`src/rtl/cast_chain_sequencer_pkg.sv`:
```
// -----------------------------------------------------------------------------
// cast_seq_pkg
// Shared types and sizing for the cast chain sequencer.
//   WIDTH      maximum packed value width in bits
//   MAX_STEPS  maximum number of cast steps per chain
//   WW         width-field size, $clog2(WIDTH+1)
//   SW         step-count field size, $clog2(MAX_STEPS+1)
//   cast_op_e  3-bit cast opcode
//   state_e    sequencer FSM state encodings
//   cast_val_t packed 4-state value: bits, X/Z mask, width, signedness
// The sizing lives here because cast_val_t is shared by every file that
// imports the package; change it here and everything follows.
// -----------------------------------------------------------------------------
package cast_seq_pkg;

    localparam int WIDTH     = 32;
    localparam int MAX_STEPS = 4;
    localparam int WW        = $clog2(WIDTH + 1);
    localparam int SW        = $clog2(MAX_STEPS + 1);
    localparam int OPW       = 3;

    typedef enum logic [OPW-1:0] {
        OP_END       = 3'd0,
        OP_BOOL      = 3'd1,
        OP_RANGE     = 3'd2,
        OP_DOM2      = 3'd3,
        OP_DOM4      = 3'd4,
        OP_TRANSMUTE = 3'd5,
        OP_SIGN      = 3'd6,
        OP_RSVD      = 3'd7
    } cast_op_e;

    // Encodings match the S_* constants used for the state register.
    typedef enum logic [1:0] {
        ST_IDLE = 2'd0,
        ST_RUN  = 2'd1,
        ST_DONE = 2'd2
    } state_e;

    typedef struct packed {
        logic [WIDTH-1:0] value;
        logic [WIDTH-1:0] xmask;
        logic [WW-1:0]    width;
        logic             is_signed;
    } cast_val_t;

    // Over-long programs run MAX_STEPS steps rather than being rejected.
    function automatic logic [SW-1:0] clamp_len(input logic [SW-1:0] len);
        return (len > SW'(MAX_STEPS)) ? SW'(MAX_STEPS) : len;
    endfunction

endpackage

```
`src/rtl/cast_chain_sequencer_if.sv`:
```
// -----------------------------------------------------------------------------
// cast_seq_if
// Request / program / result bundle of the cast chain sequencer.
//   in_*    request handshake and source value (requester -> sequencer)
//   prog_*  chain program: length, ops and args, step 0 in the LSBs
//   out_*   result handshake and result value (sequencer -> requester)
// Modports: master = requester side, slave = sequencer side.
// -----------------------------------------------------------------------------
interface cast_seq_if;
    import cast_seq_pkg::*;

    logic                     in_valid;
    logic                     in_ready;
    logic [WIDTH-1:0]         in_value;
    logic [WIDTH-1:0]         in_xmask;
    logic [WW-1:0]            in_width;
    logic                     in_signed;
    logic [SW-1:0]            prog_len;
    logic [MAX_STEPS*OPW-1:0] prog_op;
    logic [MAX_STEPS*WW-1:0]  prog_arg;
    logic                     out_valid;
    logic                     out_ready;
    logic [WIDTH-1:0]         out_value;
    logic [WIDTH-1:0]         out_xmask;
    logic [WW-1:0]            out_width;
    logic                     out_signed;
    logic [SW-1:0]            out_steps;
    logic                     out_err;

    modport master (
        output in_valid, in_value, in_xmask, in_width, in_signed,
               prog_len, prog_op, prog_arg, out_ready,
        input  in_ready, out_valid, out_value, out_xmask, out_width,
               out_signed, out_steps, out_err
    );

    modport slave (
        input  in_valid, in_value, in_xmask, in_width, in_signed,
               prog_len, prog_op, prog_arg, out_ready,
        output in_ready, out_valid, out_value, out_xmask, out_width,
               out_signed, out_steps, out_err
    );

endinterface

```
`src/rtl/cast_chain_sequencer_step_unit.sv`:
```
// -----------------------------------------------------------------------------
// cast_step_unit
// Purely combinational single cast step, time-shared by the sequencer.
//   val_i  working value before the step
//   op_i   cast opcode
//   arg_i  step argument (target width for RANGE/TRANSMUTE, sign for SIGN)
//   val_o  working value after the step (equals val_i when err_o is set)
//   err_o  step is illegal
// Relies on bits at and above val_i.width being 0 and preserves that.
// -----------------------------------------------------------------------------
module cast_step_unit
    import cast_seq_pkg::*;
(
    input  cast_val_t        val_i,
    input  cast_op_e         op_i,
    input  logic [WW-1:0]    arg_i,
    output cast_val_t        val_o,
    output logic             err_o
);

    logic [WIDTH-1:0] arg_mask;    // bits below arg_i
    logic [WIDTH-1:0] width_mask;  // bits below current width
    logic [WIDTH-1:0] msb_sel;     // one-hot at bit width-1 (0 if width==0)
    logic [WIDTH-1:0] ext_mask;    // bits gained when widening
    logic             val_msb;
    logic             x_msb;
    logic             known_one;
    logic             any_x;

    genvar gi;
    generate
        for (gi = 0; gi < WIDTH; gi++) begin : g_mask
            assign arg_mask[gi]   = (WW'(gi) < arg_i);
            assign width_mask[gi] = (WW'(gi) < val_i.width);
        end
    endgenerate

    assign msb_sel   = width_mask & ~(width_mask >> 1);
    assign ext_mask  = arg_mask & ~width_mask;
    assign val_msb   = |(val_i.value & msb_sel);
    assign x_msb     = |(val_i.xmask & msb_sel);
    assign known_one = |(val_i.value & ~val_i.xmask);
    assign any_x     = |val_i.xmask;

    always_comb begin
        val_o = val_i;
        err_o = 1'b0;
        case (op_i)
            OP_END: begin
                // the sequencer stops on END; data passes through
            end
            OP_BOOL: begin
                val_o.value     = {{(WIDTH-1){1'b0}}, known_one};
                val_o.xmask     = {{(WIDTH-1){1'b0}}, ~known_one & any_x};
                val_o.width     = WW'(1);
                val_o.is_signed = 1'b0;
            end
            OP_RANGE: begin
                if (arg_i == '0 || arg_i > WW'(WIDTH)) begin
                    err_o = 1'b1;
                end else begin
                    // Truncation and extension in one expression: ext_mask
                    // is empty when narrowing, arg_mask clips when narrowing.
                    val_o.value = (val_i.value & arg_mask) |
                                  ((val_i.is_signed && val_msb) ? ext_mask : '0);
                    val_o.xmask = (val_i.xmask & arg_mask) |
                                  ((val_i.is_signed && x_msb) ? ext_mask : '0);
                    val_o.width = arg_i;
                end
            end
            OP_DOM2: begin
                val_o.value = val_i.value & ~val_i.xmask;
                val_o.xmask = '0;
            end
            OP_DOM4: begin
                // legal no-op
            end
            OP_TRANSMUTE: begin
                if (arg_i != val_i.width) begin
                    err_o = 1'b1;
                end
            end
            OP_SIGN: begin
                val_o.is_signed = arg_i[0];
            end
            default: begin
                err_o = 1'b1;
            end
        endcase
        if (err_o) begin
            val_o = val_i;
        end
    end

endmodule

```
`src/rtl/cast_chain_sequencer.sv`:
```
// -----------------------------------------------------------------------------
// cast_chain_sequencer
// Applies a programmed chain of up to MAX_STEPS casts to a 4-state packed
// value, one step per clock, between request and result handshakes.
//   clk    clock, rising edge
//   rst_n  asynchronous active-low reset
//   bus    cast_seq_if.slave: in_* request, prog_* program, out_* result
// Flow: IDLE accepts a request, RUN executes one step per cycle through the
// shared cast_step_unit, DONE presents the result until out_ready.
// -----------------------------------------------------------------------------
module cast_chain_sequencer
    import cast_seq_pkg::*;
(
    input  logic       clk,
    input  logic       rst_n,
    cast_seq_if.slave  bus
);

    localparam logic [1:0] S_IDLE = 2'd0;
    localparam logic [1:0] S_RUN  = 2'd1;
    localparam logic [1:0] S_DONE = 2'd2;

    logic [1:0]               state_q, state_d;
    logic [SW-1:0]            step_q,  step_d;
    logic [SW-1:0]            len_q,   len_d;
    logic [MAX_STEPS*OPW-1:0] ops_q,   ops_d;
    logic [MAX_STEPS*WW-1:0]  args_q,  args_d;
    cast_val_t                work_q,  work_d;
    logic                     err_q,   err_d;

    cast_op_e                 cur_op;
    logic [WW-1:0]            cur_arg;
    cast_val_t                step_val;
    logic                     step_err;
    logic [SW-1:0]            req_len;
    logic [WIDTH-1:0]         in_mask;

    // Source bits above in_width are cleared on accept so the working value
    // starts out honouring the zero-above-width invariant.
    genvar gi;
    generate
        for (gi = 0; gi < WIDTH; gi++) begin : g_in_mask
            assign in_mask[gi] = (WW'(gi) < bus.in_width);
        end
    endgenerate

    assign req_len = clamp_len(bus.prog_len);
    // step_q stays below len_q (<= MAX_STEPS) while in RUN, so these selects
    // never leave the program vectors.
    assign cur_op  = cast_op_e'(ops_q[step_q*OPW +: OPW]);
    assign cur_arg = args_q[step_q*WW +: WW];

    cast_step_unit u_step (
        .val_i (work_q),
        .op_i  (cur_op),
        .arg_i (cur_arg),
        .val_o (step_val),
        .err_o (step_err)
    );

    always_comb begin
        state_d = state_q;
        step_d  = step_q;
        len_d   = len_q;
        ops_d   = ops_q;
        args_d  = args_q;
        work_d  = work_q;
        err_d   = err_q;
        case (state_q)
            S_IDLE: begin
                if (bus.in_valid) begin
                    work_d.value     = bus.in_value & in_mask;
                    work_d.xmask     = bus.in_xmask & in_mask;
                    work_d.width     = bus.in_width;
                    work_d.is_signed = bus.in_signed;
                    ops_d            = bus.prog_op;
                    args_d           = bus.prog_arg;
                    len_d            = req_len;
                    step_d           = '0;
                    err_d            = 1'b0;
                    state_d          = (req_len == '0) ? S_DONE : S_RUN;
                end
            end
            S_RUN: begin
                if (cur_op == OP_END) begin
                    state_d = S_DONE;
                end else if (step_err) begin
                    // failing step leaves data and step count untouched
                    err_d   = 1'b1;
                    state_d = S_DONE;
                end else begin
                    work_d = step_val;
                    step_d = step_q + 1'b1;
                    if (step_q == len_q - 1'b1) begin
                        state_d = S_DONE;
                    end
                end
            end
            S_DONE: begin
                if (bus.out_ready) begin
                    state_d = S_IDLE;
                end
            end
            default: begin
                state_d = S_IDLE;
            end
        endcase
    end

    always_ff @(posedge clk or negedge rst_n) begin
        if (!rst_n) begin
            state_q <= S_IDLE;
            step_q  <= '0;
            len_q   <= '0;
            ops_q   <= '0;
            args_q  <= '0;
            work_q  <= '0;
            err_q   <= 1'b0;
        end else begin
            state_q <= state_d;
            step_q  <= step_d;
            len_q   <= len_d;
            ops_q   <= ops_d;
            args_q  <= args_d;
            work_q  <= work_d;
            err_q   <= err_d;
        end
    end

    // Outputs come straight from the working registers; they only change in
    // IDLE/RUN, so they are stable for the whole of DONE.
    assign bus.in_ready   = (state_q == S_IDLE);
    assign bus.out_valid  = (state_q == S_DONE);
    assign bus.out_value  = work_q.value;
    assign bus.out_xmask  = work_q.xmask;
    assign bus.out_width  = work_q.width;
    assign bus.out_signed = work_q.is_signed;
    assign bus.out_steps  = step_q;
    assign bus.out_err    = err_q;

endmodule
```
`src/flat_wrapper.sv`:
```
// flat-port wrapper written by rule: the top's interface ports become plain ports
module cast_chain_sequencer_flat import cast_seq_pkg::*;
  (clk, rst_n, bus_in_valid, bus_in_value, bus_in_xmask, bus_in_width, bus_in_signed, bus_prog_len, bus_prog_op, bus_prog_arg, bus_out_ready, bus_in_ready, bus_out_valid, bus_out_value, bus_out_xmask, bus_out_width, bus_out_signed, bus_out_steps, bus_out_err);
  cast_seq_if bus_i ();
  input  logic clk;
  input  logic rst_n;
  input wire logic [$bits(bus_i.in_valid)-1:0] bus_in_valid;
  input wire logic [$bits(bus_i.in_value)-1:0] bus_in_value;
  input wire logic [$bits(bus_i.in_xmask)-1:0] bus_in_xmask;
  input wire logic [$bits(bus_i.in_width)-1:0] bus_in_width;
  input wire logic [$bits(bus_i.in_signed)-1:0] bus_in_signed;
  input wire logic [$bits(bus_i.prog_len)-1:0] bus_prog_len;
  input wire logic [$bits(bus_i.prog_op)-1:0] bus_prog_op;
  input wire logic [$bits(bus_i.prog_arg)-1:0] bus_prog_arg;
  input wire logic [$bits(bus_i.out_ready)-1:0] bus_out_ready;
  output wire logic [$bits(bus_i.in_ready)-1:0] bus_in_ready;
  output wire logic [$bits(bus_i.out_valid)-1:0] bus_out_valid;
  output wire logic [$bits(bus_i.out_value)-1:0] bus_out_value;
  output wire logic [$bits(bus_i.out_xmask)-1:0] bus_out_xmask;
  output wire logic [$bits(bus_i.out_width)-1:0] bus_out_width;
  output wire logic [$bits(bus_i.out_signed)-1:0] bus_out_signed;
  output wire logic [$bits(bus_i.out_steps)-1:0] bus_out_steps;
  output wire logic [$bits(bus_i.out_err)-1:0] bus_out_err;
  assign bus_i.in_valid = bus_in_valid;
  assign bus_i.in_value = bus_in_value;
  assign bus_i.in_xmask = bus_in_xmask;
  assign bus_i.in_width = bus_in_width;
  assign bus_i.in_signed = bus_in_signed;
  assign bus_i.prog_len = bus_prog_len;
  assign bus_i.prog_op = bus_prog_op;
  assign bus_i.prog_arg = bus_prog_arg;
  assign bus_i.out_ready = bus_out_ready;
  assign bus_in_ready = bus_i.in_ready;
  assign bus_out_valid = bus_i.out_valid;
  assign bus_out_value = bus_i.out_value;
  assign bus_out_xmask = bus_i.out_xmask;
  assign bus_out_width = bus_i.out_width;
  assign bus_out_signed = bus_i.out_signed;
  assign bus_out_steps = bus_i.out_steps;
  assign bus_out_err = bus_i.out_err;
  cast_chain_sequencer u_core (.clk(clk), .rst_n(rst_n), .bus(bus_i));
endmodule
```
`config.mk`:
```
export PLATFORM = sky130hd
export DESIGN_NAME = cast_chain_sequencer_flat
export DESIGN_NICKNAME = d
export VERILOG_FILES = /design/src/rtl/cast_chain_sequencer_pkg.sv /design/src/rtl/cast_chain_sequencer_if.sv /design/src/rtl/cast_chain_sequencer_step_unit.sv /design/src/rtl/cast_chain_sequencer.sv /design/src/flat_wrapper.sv
export SDC_FILE = /design/constraint.sdc
export NUM_CORES = 1
export LEC_CHECK = 0
export BUFFER_PORTS_ARGS = -buffer_cell sky130_fd_sc_hd__buf_4
export CORE_ASPECT_RATIO = 1.1
export CORE_MARGIN = 3
export CORE_UTILIZATION = 40
export DETAILED_ROUTE_END_ITERATION = 7
export GPL_TIMING_DRIVEN = 0
export PLACE_DENSITY = 0.61
export SLEW_MARGIN = 20
export SYNTH_ARGS = -nofsm -noshare
export SYNTH_HDL_FRONTEND = slang
export SYNTH_SLANG_ARGS = --single-unit
```
`constraint.sdc`:
```
create_clock -name clk -period 2.7 [get_ports clk]
set_input_delay 0 -clock clk [delete_from_list [all_inputs] [get_ports clk]]
set_output_delay 0 -clock clk [all_outputs]
set_load 0.01 [all_outputs]
```
==> summary.md, run 1 <==
| Metric | Value |
|---|---|
| Run status | finished, violations left |
| Failing checks | setup timing |
| Vias per cell | 6.463 |
| Antenna violations before repair | 1 |
| Net count of the finished layout | 1529 |
| Global route total overflow | 0 |
| Area growth syn-to-layout | 65.23% |
| Largest cells by area after synthesis | sky130_fd_sc_hd__dfrtp_1, sky130_fd_sc_hd__nand2_1, sky130_fd_sc_hd__a21oi_1 |
| Post-synthesis net count | 1167 |
| H-tree level count | 4 |
| Type of the setup path with the least slack | flip-flop to flip-flop |
| X dimension of the die | 143.3 microns |
| Most used DFF post-synth | sky130_fd_sc_hd__dfrtp_1 |
| Fin. Hold Viols | 0 |
| Internal power | 9.650 mW |
| Yosys Warn Count | 0 |
| Cell type with the largest total area after synthesis | sky130_fd_sc_hd__dfrtp_1 |
| Post-synth EDFFs | 0 |
| Synthesized netlist cell count | 1050 |
| Count of non-filler cells in the finished layout | 1677 |
| Power density over the cells | 1434 mW/mm^2 |
| Via count of the first global-routing pass | 10610 |
| Max-capacitance violation count | 0 |
| Highest clock rate | 352.9 MHz |
| Worst Hold Launch | bus_in_value[19] |
| Clk Latency, worst-skew pair | 0.44 ns |
| Most frequently used cell type in the post-synthesis netlist | sky130_fd_sc_hd__nand2_1 |
| Leakage power | 5.879 nW |
| Number of buffers created by CTS | 17 |
| Routed wire length per instance | 28.04 microns |
| Die outline height | 157.0 microns |
| Ports placed on the boundary | 191 |
| Post-Place Cell Area | 0.01006 sq mm |
| Synthesized-area fraction occupied by adder cells | 0.4528% |
| Fraction of layout instances using a drive strength above 1 | 37.61% |
| Number of iterations in the first detailed-routing pass | 7 |
| Switching power as a share of total power | 50.87% |
| Setup slack of the critical path after layout | -0.1340 ns |
| Most used standard cells in the synthesized netlist | sky130_fd_sc_hd__nand2_1, sky130_fd_sc_hd__dfrtp_1, sky130_fd_sc_hd__a21oi_1 |
| Number of distinct library cells after synthesis | 79 |
| Post-detailed-route DRC marker count | 0 |
| Count of endpoints failing setup in the final report | 32 |
| Switching Power | 9.990 mW |
| Number of nets still failing antenna checks after routing | 0 |
| Worst hold slack | 0.009284 ns |
| Power share of the combinational group | 68.1% |
| Final max-slew violation count | 0 |
| DRT iter0 DRCs | 1229 |
| Post-synthesis share of cell area spent on xor and xnor gates | 0.9508% |
| Slew at the pin closest to its max-slew limit | 1.270 ns |
| Proportion of power drawn by the clock network | 13.0% |
| TritonCTS clock tree | built |
| Die area | 0.02249 sq mm |
| Classification of the worst-slack hold path | primary input to flip-flop |
| Simple-gate share of the synthesized area | 26.53% |
| Worst-case setup slack after placement | -1.090 ns |
| Number of cells in the design after placement | 1491 |
| Share of the core filled with cells | 68.26% |
| Post-synthesis compound-gate area fraction | 26.40% |
| Arrival time worst endpoint | 3.17 ns |
| Number of cells traversed by the worst register-to-register path | 10 |
| Largest fanout on the critical path | 8 |
| Source of the worst register-to-register timing path | u_core.bus.out_steps[0] |
| Worst clock skew on the final layout | 0.01199 ns |
| Worst Setup End Kind | flip-flop |
| Via Count | 10840 |
| Multiplexer share of the synthesized area | 4.754% |
| Final std cell area, no fill | 0.01370 sq mm |
| Data required time of the critical path | 3.03 ns |
| Crit Reg-Reg Endpoint | u_core.bus.out_value[17] |
| Root Driver | sky130_fd_sc_hd__clkbuf_16 |
| Routability congestion estimate | 1.031 |
| Number of buffers between clock root and the deepest sink | 2 |
| Peak supply drop | 0.7722 mV |
| Fraction of synthesis flops using an asynchronous set or reset pin | 100.0% |
| Worst-path clk slew | 0.06 ns |
| Diodes inserted | 0 |
| Synthesis-stage register bit count | 116 |
| Part of the Yosys area used for sequential elements | 35.01% |
| Overall Power | 19.64 mW |
| Placed wire-length estimate | 32890 microns |
| Portion of total power attributed to sequential cells | 18.9% |
| Post-Syn Area per Cell | 7.896 sq um |
| Post-synth design cell area | 0.008290 sq mm |
| Core Region | 0.02007 sq mm |
| End point of the most critical hold path | u_core.bus.out_value[19] |
| Share of the clock period used by the worst path | 105.0% |
| Worst slew slack as a fraction of its limit | 14.46% |
| Aggregate routed wire length | 47030 microns |
| Final TNS setup | -1.213 ns |
| R2R Setup Slk | -0.13 ns |
| Setup repair after global routing missed its margin | true |
| Num rows | 54 |
| Sink Count | 116 |
| All-Layer GR Usage | 39.60% |
| Type of element launching the critical path | flip-flop |
| Portion of synthesized cell area occupied by the leading cell type | 35.01% |
| Port-buffer cells | 188 |
| Global-route wire length before repair | 65820 microns |
| Minimum clock period after layout | 2.834 ns |
| Cells on Worst Hold Path | 4 |
| Largest net degree at the start of global routing | 77 |
| Dominant combinational cell family by area after synthesis | simple AND/OR/NAND/NOR gates |
| Initial core utilization | 41.31% |
## cell type report
class / count / area, sq um
clock inverter: 14 / 202.7
clock buffer: 18 / 439.2
tap: 252 / 315.3
buffer: 69 / 638.1
sequential: 116 / 2912
inverter: 41 / 153.9
timing repair buffer: 349 / 3103
fill: 1619 / 6369
multi-input combinational: 818 / 5934
## placed cells by master, fill, tap and decap left out, types with 11 or more instances in the layout
cell type,instances
sky130_fd_sc_hd__buf_12,15
sky130_fd_sc_hd__nor2b_1,25
sky130_fd_sc_hd__a21oi_1,68
sky130_fd_sc_hd__nor2_4,17
sky130_fd_sc_hd__buf_4,235
sky130_fd_sc_hd__a21oi_2,32
sky130_fd_sc_hd__dlygate4sd3_1,98
sky130_fd_sc_hd__nand2b_1,27
sky130_fd_sc_hd__dfrtp_1,109
sky130_fd_sc_hd__a211oi_2,12
sky130_fd_sc_hd__and2_1,11
sky130_fd_sc_hd__a221oi_2,15
sky130_fd_sc_hd__nand3_1,13
sky130_fd_sc_hd__nor2_1,53
sky130_fd_sc_hd__a31oi_1,14
sky130_fd_sc_hd__clkbuf_1,19
sky130_fd_sc_hd__inv_1,41
sky130_fd_sc_hd__o21ai_1,11
sky130_fd_sc_hd__nand2_1,168
sky130_fd_sc_hd__clkbuf_16,25
sky130_fd_sc_hd__buf_6,13
sky130_fd_sc_hd__nor4_1,13
sky130_fd_sc_hd__nor3_1,18
sky130_fd_sc_hd__o21ai_0,44
sky130_fd_sc_hd__and3_1,12
sky130_fd_sc_hd__mux4_2,11
## power groups by stage
stage                     Clock [mW]  Sequential, mW  Combinational (mW)
after floorplan                    0            3.29                5.32
after global placement             0            3.58                9.00
after detailed placement           0            3.58                9.05
after CTS                       2.56            3.58                10.7
after global routing            2.64            3.75                13.9
final                           2.55            3.71                13.4
## cell families after synthesis
kind of cell	after synthesis
simple gates	448
compound gates	333
buf+inv	116
flops	116
mux	25
xor+xnor	9
fa+ha+maj	3
## critical path, cell delays in order, from the launching register on
cell	delay, ns
sky130_fd_sc_hd__dfrtp_2	0.42
sky130_fd_sc_hd__buf_12	0.15
sky130_fd_sc_hd__mux4_2	0.53
sky130_fd_sc_hd__or4b_1	0.53
sky130_fd_sc_hd__buf_6	0.15
sky130_fd_sc_hd__or2_1	0.23
sky130_fd_sc_hd__buf_6	0.15
sky130_fd_sc_hd__buf_4	0.14
sky130_fd_sc_hd__a21oi_4	0.13
sky130_fd_sc_hd__nor2_4	0.06
sky130_fd_sc_hd__a221oi_2	0.23
## worst max path at each step
stage / from / to / slack, ns / cells past startpoint
after floorplan: u_core.bus.out_steps[0] / u_core.bus.out_steps[0] / -0.03 / 10
after global placement: u_core.bus.out_width[3] / u_core.bus.out_xmask[2] / -1.20 / 10
after detailed placement: u_core.bus.out_width[3] / u_core.bus.out_xmask[2] / -1.09 / 10
after CTS: u_core.bus.out_steps[0] / u_core.bus.out_value[27] / -0.10 / 10
after global routing: u_core.bus.out_steps[0] / u_core.bus.out_value[17] / -0.20 / 10
final: u_core.bus.out_steps[0] / u_core.bus.out_value[17] / -0.13 / 10
## flip-flops by register name (all words and copies together) (netlist names), 2 cells and up
| name | cells |
|---|---|
| u_core.len_q | 3 |
| u_core.args_q | 24 |
| u_core.state_q | 2 |
| u_core.bus.out_value | 32 |
| u_core.ops_q | 12 |
| u_core.bus.out_width | 6 |
| u_core.bus.out_steps | 3 |
| u_core.bus.out_xmask | 32 |
## layer usage
metal | GRT usage [%] | vias up | share of wire, %
met3 | 9.602 | 246 | 11
met4 | 28.21 | 2 | 9.5
met5 | 0 | - | 0.017
met1 | 46.54 | 5182 | 35
li1 | - | 4576 | -
met2 | 63.32 | 833 | 44
## timing repair
action	in CTS	in global routing
resized for setup	147	217
hold buffers	97	1
cloned	1	8
endpoints found under the setup margin	75	69
endpoints found under the hold margin	212	1
buffers inserted	35	18
pin swaps	19	44
(Power assumes the default switching activity.)
==> run 2: changes to the inputs <==
- SETUP_SLACK_MARGIN: not set -> 0.5
==> run 2 against run 1 <==
Against the previous run: the flow still finishes with violations (setup timing); clock skew decreased by 0.0012 ns; cell count up 0.83%; power up 2.7%; flip-flop and latch count stayed put; register-to-register slack improved by 0.02 ns; clock power is 3% lower; routed wire length is 1.0% higher; setup slack better by 0.017 ns; via count is 1.8% higher; global-route usage increased by 1.0 points; combinational power increased by 4%; clock-buffer cell count unchanged; critical path type unchanged; critical endpoint is now u_core.bus.out_value[9]; largest cell class unchanged; highest routed layer is now met4.
==> summary.md, run 2 (synthesis gave the netlist of run 1 again) <==
| Metric | Value |
|---|---|
| Die area | 0.02249 sq mm (unchanged) |
| Largest fanout on the critical path | 8 (unchanged) |
| Max-capacitance violation count | 0 (unchanged) |
| Core Region | 0.02007 sq mm (unchanged) |
| Number of buffers created by CTS | 17 (unchanged) |
| Largest net degree at the start of global routing | 64 (was 77) |
| Antenna violations before repair | 1 (unchanged) |
| TritonCTS clock tree | built (unchanged) |
| Series of cell instances along the critical path | buf_6, buf_12, buf_12, buf_6, nand3_2, a2111o_1, o31a_1, nand4_1, or2_4, clkbuf_16, buf_12, a221oi_1, a211oi_2 (was buf_12, mux4_2, or4b_1, buf_6, or2_1, buf_6, buf_4, a21oi_4, nor2_4, a221oi_2) |
| Post-detailed-route DRC marker count | 0 (unchanged) |
| CP top delay family | buffers and inverters (was simple AND/OR/NAND/NOR gates) |
| Peak supply drop | 0.6873 mV (was 0.7722 mV) |
| Type of the setup path with the least slack | flip-flop to flip-flop (unchanged) |
| Slew at the pin closest to its max-slew limit | 1.186 ns (was 1.270 ns) |
| Classification of the worst-slack hold path | primary input to flip-flop (unchanged) |
| Sink Count | 116 (unchanged) |
| Data required time of the critical path | 3.00 ns (was 3.03 ns) |
| Via count of the first global-routing pass | 10680 (was 10610) |
| Num rows | 54 (unchanged) |
| Clk Latency, worst-skew pair | 0.43 ns (was 0.44 ns) |
| Arrival time worst endpoint | 3.12 ns (was 3.17 ns) |
| Root Driver | sky130_fd_sc_hd__clkbuf_16 (unchanged) |
| Number of buffers between clock root and the deepest sink | 2 (unchanged) |
| Share of the clock period used by the worst path | 104.3% (was 105.0%) |
| Number of cells traversed by the worst register-to-register path | 13 (was 10) |
| Setup repair after global routing missed its margin | true (unchanged) |
| Setup slack of the critical path after layout | -0.1170 ns (was -0.1340 ns) |
| Top library cells by usage in the layout, fill and taps aside | sky130_fd_sc_hd__buf_4, sky130_fd_sc_hd__nand2_1, sky130_fd_sc_hd__dfrtp_1, sky130_fd_sc_hd__dlygate4sd3_1, sky130_fd_sc_hd__a21oi_1 (unchanged) |
| Global-route wire length before repair | 67210 microns (was 65820 microns) |
| Biggest cell delay along the critical path | 0.43 ns (was 0.53 ns) |
| Placed wire-length estimate | 32790 microns (was 32890 microns) |
| Die outline height | 157.0 microns (unchanged) |
| Worst clock skew on the final layout | 0.01083 ns (was 0.01199 ns) |
| Minimum clock period after layout | 2.817 ns (was 2.834 ns) |
| Worst-path clk slew | 0.06 ns (about the same) |
| Cell with the largest stage delay on the worst path | sky130_fd_sc_hd__dfrtp_1 (was sky130_fd_sc_hd__mux4_2) |
| Final std cell area, no fill | 0.01392 sq mm (was 0.01370 sq mm) |
| Post-Place Cell Area | 0.01027 sq mm (was 0.01006 sq mm) |
| Routed wire length per instance | 28.10 microns (was 28.04 microns) |
| Routability congestion estimate | 1.052 (was 1.031) |
| Number of gates on the worst path with buffers counted | 13 (was 10) |
| Power density over the cells | 1449 mW/mm^2 (was 1434 mW/mm^2) |
| All-Layer GR Usage | 40.60% (was 39.60%) |
| Initial core utilization | 41.31% (unchanged) |
| Number of iterations in the first detailed-routing pass | 6 (was 7) |
| Type of element launching the critical path | flip-flop (unchanged) |
| X dimension of the die | 143.3 microns (unchanged) |
| Count of endpoints failing setup in the final report | 35 (was 32) |
| Overall Power | 20.17 mW (was 19.64 mW) |
| Number of fill cells | 1577 (was 1619) |
| Number of nets still failing antenna checks after routing | 0 (unchanged) |
| Net count of the finished layout | 1544 (was 1529) |
| Vias per cell | 6.522 (was 6.463) |
| Worst Setup End Kind | flip-flop (unchanged) |
| Area growth syn-to-layout | 67.88% (was 65.23%) |
| DRT iter0 DRCs | 1426 (was 1229) |
| Number of cells in the design after placement | 1491 (unchanged) |
| Global route total overflow | 0 (unchanged) |
| Failing checks | setup timing (unchanged) |
| Ports placed on the boundary | 191 (unchanged) |
| Worst slew slack as a fraction of its limit | 20.08% (was 14.46%) |
| Cells on Worst Hold Path | 4 (unchanged) |
| Share of the core filled with cells | 69.36% (was 68.26%) |
| Highest clock rate | 355.0 MHz (was 352.9 MHz) |
| Run status | finished, violations left (unchanged) |
| Aggregate routed wire length | 47520 microns (was 47030 microns) |
| Count of non-filler cells in the finished layout | 1691 (was 1677) |
| Commonest non-fill, non-tap cell in the layout | sky130_fd_sc_hd__buf_4 (unchanged) |
| Via Count | 11030 (was 10840) |
| Final TNS setup | -1.805 ns (was -1.213 ns) |
| Number of buffer and inverter stages on the critical path | 6 (was 4) |
| Leakage power | 5.995 nW (was 5.879 nW) |
| H-tree level count | 4 (unchanged) |
| Cell mode on critical path | sky130_fd_sc_hd__buf_12 (was sky130_fd_sc_hd__buf_6) |
| Fin. Hold Viols | 0 (unchanged) |
| Final max-slew violation count | 0 (unchanged) |
| Port-buffer cells | 188 (unchanged) |
| Diodes inserted | 0 (unchanged) |
| Fraction of layout instances using a drive strength above 1 | 38.15% (was 37.61%) |
[run 2: cell count changes in the layout (fill, tap and decap cells not counted), sizes merged]
cell,delta
buf,+12
bufinv,-1
clkbuf,+2
clkdlybuf4s15,+1
clkinv,-3
inv,+3
[run 2: per-stage QoR]
step,hold WS (ns),worst slack (ns)
after floorplan,-0.2956,0.03737
after global placement,0.1907,-1.300
after detailed placement,0.04958,-0.8871
after CTS,0.001590,-0.03011
after global routing,0.03203,-0.1545
final,0.01727,-0.1170
[run 2: worst paths after layout]
path | start | end | slack (ns)
max reg2reg | u_core.bus.out_width[4] | u_core.bus.out_value[9] | -0.12
min | bus_in_value[1] | u_core.bus.out_value[1] | 0.02
min in group asynchronous | rst_n | u_core.bus.out_xmask[12] | 0.15
min reg2reg | u_core.args_q[14] | u_core.args_q[14] | 0.47
max in group asynchronous | rst_n | u_core.bus.out_xmask[23] | 1.79
max | u_core.bus.out_width[4] | u_core.bus.out_value[9] | -0.12
[run 2: per-layer routing]
metal	up-vias	GRT usage (%)	routed length, microns
met5	-	0	0
met4	0	26.73	4119
met3	268	9.936	5346
met2	890	64.82	21280
met1	5271	48.68	16770
li1	4600	-	-
[run 2: layout make-up]
| class | instances | area [sq um] | area share [%] |
|---|---|---|---|
| multi-input combinational | 818 | 5954 | 42.78 |
| timing repair buffer | 358 | 3198 | 22.98 |
| sequential | 116 | 2909 | 20.90 |
| buffer | 75 | 775.7 | 5.574 |
| clock buffer | 18 | 439.2 | 3.155 |
| tap | 252 | 315.3 | 2.265 |
| clock inverter | 13 | 172.7 | 1.241 |
| inverter | 41 | 153.9 | 1.106 |
[run 2: worst reg2reg max path, cell delays in order, from the launching register on]
cell and delay [ns]:
sky130_fd_sc_hd__dfrtp_1 0.43, sky130_fd_sc_hd__buf_6 0.16, sky130_fd_sc_hd__buf_12 0.14, sky130_fd_sc_hd__buf_12 0.14
sky130_fd_sc_hd__buf_6 0.12, sky130_fd_sc_hd__nand3_2 0.05, sky130_fd_sc_hd__a2111o_1 0.13, sky130_fd_sc_hd__o31a_1 0.21
sky130_fd_sc_hd__nand4_1 0.25, sky130_fd_sc_hd__or2_4 0.33, sky130_fd_sc_hd__clkbuf_16 0.19, sky130_fd_sc_hd__buf_12 0.16
sky130_fd_sc_hd__a221oi_1 0.30, sky130_fd_sc_hd__a211oi_2 0.08
[run 2: power by group]
part	switching (mW)	internal [mW]	total [mW]
logic	7.98	6.01	14.0
clock network	0.986	1.49	2.48
registers	1.20	2.50	3.70
[run 2: timing repair]
| item | in CTS | in global routing |
|---|---|---|
| endpoints found under the hold margin | 159 | 0 |
| hold buffers | 98 | 0 |
| endpoints found under the setup margin | 77 | 93 |
| resized for setup | 212 | 118 |
| pin swaps | 36 | 29 |
| setup buffers | 42 | 22 |
| gates cloned | 4 | 3 |
